`config.mk`:
```
export PLATFORM = sky130hd
export DESIGN_NAME = cpu_ctrl
export DESIGN_NICKNAME = d
export VERILOG_FILES = /design/src/rtl/cpu_ctrl.sv
export SDC_FILE = /design/constraint.sdc
export NUM_CORES = 1
export LEC_CHECK = 0
export ABC_AREA = 1
export CAP_MARGIN = 0
export CORE_UTILIZATION = 45
export CTS_CLUSTER_DIAMETER = 30
export DETAILED_ROUTE_END_ITERATION = 8
export DONT_BUFFER_PORTS = 1
export PLACE_DENSITY = 0.58
export SLEW_MARGIN = 25
export SYNTH_ARGS = -nofsm -noshare
export SYNTH_HDL_FRONTEND = slang
export SYNTH_SLANG_ARGS = --single-unit
```
`constraint.sdc`:
```
create_clock -name clk -period 1.8 [get_ports clk]
set_input_delay 0.45 -clock clk [delete_from_list [all_inputs] [get_ports clk]]
set_output_delay 0.45 -clock clk [all_outputs]
set_load 0.01 [all_outputs]
```
`src/rtl/cpu_ctrl.sv`:
```
// cpu_ctrl: six-state fetch/decode/execute sequencer for an 8-opcode accumulator CPU
module cpu_ctrl #(
    parameter int         CNT_W = 8,
    parameter logic [2:0] NOP   = 3'b000,
    parameter logic [2:0] LDO   = 3'b001,
    parameter logic [2:0] LDA   = 3'b010,
    parameter logic [2:0] STO   = 3'b011,
    parameter logic [2:0] PRE   = 3'b100,
    parameter logic [2:0] ADD   = 3'b101,
    parameter logic [2:0] LDM   = 3'b110,
    parameter logic [2:0] HLT   = 3'b111
) (
    input  logic             clk,
    input  logic             rst,
    input  logic             ena,
    input  logic [2:0]       opcode,
    input  logic             mem_rdy,
    output logic             rd,
    output logic             wr,
    output logic             ir_ld_hi,
    output logic             ir_ld_lo,
    output logic             inc_pc,
    output logic             load_acc,
    output logic             datactl_ena,
    output logic [2:0]       alu_op,
    output logic             halt,
    output logic [CNT_W-1:0] instr_cnt
);
    localparam logic [2:0] S_IDLE   = 3'd0;
    localparam logic [2:0] S_FETCH1 = 3'd1;
    localparam logic [2:0] S_FETCH2 = 3'd2;
    localparam logic [2:0] S_DECODE = 3'd3;
    localparam logic [2:0] S_EXEC   = 3'd4;
    localparam logic [2:0] S_HALT   = 3'd5;

    logic [2:0] state, state_nx, op_q;
    logic       retire, exec_rd, exec_wr;

    // Retirement points and next-state selection; an instruction boundary follows ena
    always_comb begin
        retire   = (state == S_DECODE && (opcode == NOP || opcode == LDM)) || (state == S_EXEC && mem_rdy);
        state_nx = state;
        case (state)
            S_IDLE:   state_nx = ena ? S_FETCH1 : S_IDLE;
            S_FETCH1: state_nx = mem_rdy ? S_FETCH2 : S_FETCH1;
            S_FETCH2: state_nx = mem_rdy ? S_DECODE : S_FETCH2;
            S_DECODE: state_nx = opcode == HLT ? S_HALT : retire ? (ena ? S_FETCH1 : S_IDLE) : S_EXEC;
            S_EXEC:   state_nx = retire ? (ena ? S_FETCH1 : S_IDLE) : S_EXEC;
            S_HALT:   state_nx = S_HALT;
            default:  state_nx = S_IDLE;
        endcase
    end

    // Strobes are decoded from state (and mem_rdy for single-cycle pulses); IDLE after reset zeroes them all
    always_comb begin
        exec_rd     = state == S_EXEC && (op_q == LDO || op_q == LDA || op_q == PRE || op_q == ADD);
        exec_wr     = state == S_EXEC && op_q == STO;
        rd          = state == S_FETCH1 || state == S_FETCH2 || exec_rd;
        wr          = exec_wr;
        datactl_ena = exec_wr;
        ir_ld_hi    = state == S_FETCH1 && mem_rdy;
        ir_ld_lo    = state == S_FETCH2 && mem_rdy;
        inc_pc      = (state == S_FETCH1 || state == S_FETCH2) && mem_rdy;
        load_acc    = exec_rd && mem_rdy;
        alu_op      = state == S_EXEC ? op_q : NOP;
        halt        = state == S_HALT;
    end

    // State, latched opcode and retired-instruction counter
    always_ff @(posedge clk or posedge rst) begin
        if (rst) begin
            state     <= S_IDLE;
            op_q      <= NOP;
            instr_cnt <= '0;
        end else begin
            state <= state_nx;
            if (state == S_DECODE) op_q <= opcode;
            if (retire) instr_cnt <= instr_cnt + 1'b1;
        end
    end
endmodule
```
Yosys cells after proc, flatten, opt, wreduce, memory -nomap -nowiden:

Cells that the tools add are included.
W data, S select, Z words.

* add/subtract/negate cells: 1
* multiply operators: 0
* div/mod/pow operators: 0
* $lt $le $gt $ge: 0
* equal/unequal tests: 12
* shift-type cells: 0
* mux-type cells: 7
* bitwise operators: 0
* reductions and logical operators: 17

Operator list (count)
* $eq A3 B3 Y1 const B: 6
* $pmux W3 S6: 1
* $eq A3 B2 Y1 const B: 4
* $mux W3: 3
* $add A8 B1 Y8 const B: 1
* $logic_and A1 B1 Y1: 8
* $logic_or A1 B1 Y1: 7
* $eq A3 B1 Y1 const B: 2
* $logic_not A3 Y1: 2
* $mux W1: 2
* $mux W2: 1

* register bits: 14
* latch bits: 0
* memory bits (writable): 0
* ROM bits: 0
* input port bits: 7
* logic and storage cells: 40
* memories kept: 0

Longest topological paths before layout:

* depth after elaboration: 7
* gate-level depth with buffers: 8
* mapped depth without buffers: 7

Least setup slack after synthesis:

OpenSTA, ideal clock, no wires.

* path kind: register to output
* start point: reg state[1]
* end point: out wr
* arrival time: 1445 ps
* required time: 1350 ps
* path slack: -95 ps
* cell stages (with the launch flop): 7
* buffers on the path: 1
* cells stage by stage: dfrtp_1 -> inv_2 -> nand2_2 -> nor2_2 -> inv_1 -> nor4_1 -> buf_4

* cells in the longest elaborated chain, start to end: 2

RTL lines
* from (decl): line 36 `logic [2:0] state, state_nx, op_q;`
* from (signal assigned): line 76 `state <= state_nx;`
* $eq A3 B3 Y1: line 57 `exec_wr = state == S_EXEC && op_q == STO;`
* $logic_and A1 B1 Y1: line 57
* to (decl): line 19 `output logic wr,`

Every way passes these cells.

Final worst setup path:

* start point: reg state[1]
* end point: out datactl_ena

* cells in the longest elaborated chain, start to end: 2

RTL lines
* $eq A3 B3 Y1: line 57
* $logic_and A1 B1 Y1: line 57
* to (decl): line 24 `output logic datactl_ena,`

Every way passes these cells.

==> flow_summary.ini <==
[yosys]
ys_ff_latch = 14
ys_warn_count = 0
yosysUniqueCellTypes = 22
netlist_area_um2 = 925
yosys.area.top_type_share_pct = 37.9
yosys.area.top_type = dfrtp_1
synthCells = 134
syn_nets = 142
synth_area_leaders = dfrtp_1 (38%), nand2_1 (16%), inv_1 (9.3%)
synth-seq-area-share_pct = 37.9
avgSynthCellArea_um2 = 6.90

[clocking]
clk_path_buf_depth = 2
clk_latency_ns = 0.27
cts_buffers = 3
htree_levels = 1
cts_root_buffer = clkbuf_4
cts_hold_buffers = 0
cts_tree = built
clkTransAtPathRegs_ns = 0.09
clock_sink_count = 14

[global_route]
grt_pass1_vias = 691
antenna_found_initial = 0
grt.total_usage_pct = 17.8
gr-total-overflow = 0
grt_pass1_wl_um = 2790
grt_max_degree = 15

[route]
vias_per_cell = 4.94
routed_wl_um = 1840
wire_per_inst_um = 11.1
vias = 820
drc_errors = 0
drtIter0Drc = 16
ant_nets = 0
dr.pass1.iters = 4

[timing]
report.final.slew_viol_count = 0
period_needed_ns = 1.73
slew_headroom_pct = 61.2
rsz0062_at_grt = true
hold_ws_ns = 0.116
worst_slew_pin_slew_ns = 0.581
setup_viol = 0
fmax_mhz = 578
fin_crit_sh_pct = 96.1
fin_skew_ns = 0.00365
hold_viol = 0
fin_setup_tns_ns = 0

[finish]
layout-drive-gt1-share_pct = 15.8
antenna_cells = 0
post-route-cell-area_um2 = 1020
final_common_cell = nand2_1
final_cells = 166
fillers = 203
area_growth_pct = 10.4
final_nets = 149
final_cell_mix = nand2_1 (39), inv_1 (22), nand3_1 (16)

[setup_path]
crit_family = flip-flops
slowest_delay_ns = 0.40
cp_max_fo = 5
arrival_ns = 1.28
slowest_stage = dfrtp_1
critPathBufInv = 3
criticalPathCategory = reg2out
worst_setup_path_start_kind = flop
critPathRequiredTime_ns = 1.35
cpMostUsedCell = inv_2
crit_path_cell_trace = inv_2 -> nand2_4 -> nor2_4 -> inv_2 -> nor4_2 -> buf_4
reg2reg_setup_slack_ns = 0.50
worstSetupEndpointType = primary output

[place]
dp_cells = 161
portBuffers = 0
dp_hpwl_um = 1360
place_area_um2 = 961
routabilityCongestion = 0.724

[status]
outcome = complete, no violations

[die]
core_um2 = 1940
initial_utilization_pct = 47.6
die_area_um2 = 2240
ios = 26
fp.dieW_um = 47.3
rows = 16
dieHeight_um = 47.3

[power_and_ir_drop]
leakage_nw = 0.567
netSwitchingPower_uw = 690
sw_frac_of_total_pct = 47.7
irDropWorstVdd_mv = 0.779
p_clk_share_pct = 12.2
p_int_uw = 756
power_frac_comb_pct = 46.8
pwr-share-seq_pct = 41.1
p_per_area_nw_per_um2 = 1420

[run]
drv_cap = 0

[worst_hold_path]
min_path_type = in2async
repair_timing:
action | 4_1_cts | 5_1_grt
pin swaps | 0 | 0
buffers inserted | 2 | 0
gates resized for setup | 0 | 7
endpoints found under the setup margin | 3 | 4
final cells by class:
cell class / count / area [um2] / share of cell area (%)
clock buffer: 3 / 22.5 / 2.21
inverter: 26 / 97.6 / 9.56
multi-input combinational: 92 / 487 / 47.7
sequential: 14 / 350 / 34.3
tap: 27 / 33.8 / 3.31
timing repair buffer: 4 / 30.0 / 2.94
layer usage:
metal	share of wire [%]	global-route usage, %	wire length [um]
met1	46	22.7	851
met2	49	30.1	906
met3	3.2	2.31	58
met4	1.2	6.86	22
met5	0	0	0
power groups by stage:
stage          registers [mW]  clock network [mW]  logic (mW)
4_1_cts                 0.595               0.182       0.640
3_3_place_gp            0.610                   0       0.581
2_1_floorplan           0.580                   0       0.505
5_1_grt                 0.612               0.192       0.797
3_5_place_dp            0.617                   0       0.589
6_report                0.594               0.176       0.676
through the flow:
step	util, %	setup WS, ns	power, mW
after floorplan	-	0.0769	1.09
after global placement	49.5	0.307	1.19
after detailed placement	49.5	0.270	1.21
after CTS	51.4	0.0120	1.42
after global routing	52.6	-0.0317	1.60
final	52.6	0.0708	1.45
synth_stat cells, drive strengths merged:
cell type	count
xnor2	1
o21ai	9
nor2	12
buf	2
ha	1
o21bai	1
inv	26
nor4	1
nand2	43
nand3	17
dfrtp	14
a21boi	1
nand4	3
xor2	3
worst paths after layout:
check,from,to,cells past startpoint
hold / removal,rst,state[1]$_DFF_PP0_,1
hold reg to reg,op_q[1]$_DFFE_PP0P_,op_q[1]$_DFFE_PP0P_,2
max in group asynchronous,rst,op_q[2]$_DFFE_PP0P_,1
min in group clk,opcode[1],op_q[1]$_DFFE_PP0P_,2
setup / recovery,state[1]$_DFF_PP0_,datactl_ena,6
setup reg to reg,state[2]$_DFF_PP0_,state[2]$_DFF_PP0_,4
kinds of logic after synthesis:
| family | after synthesis | share of synthesized area [%] |
|---|---|---|
| buf+inv | 28 | 12.6 |
| xor+xnor | 4 | 3.79 |
| flops | 14 | 37.9 |
| simple gates | 76 | 37.5 |
| fa+ha+maj | 1 | 1.35 |
| compound gates | 11 | 6.90 |
state kept, by name (all words and copies together) (netlist names):
name / count
state: 3
op_q: 3
instr_cnt: 8
Power figures use the tool's default switching activity.
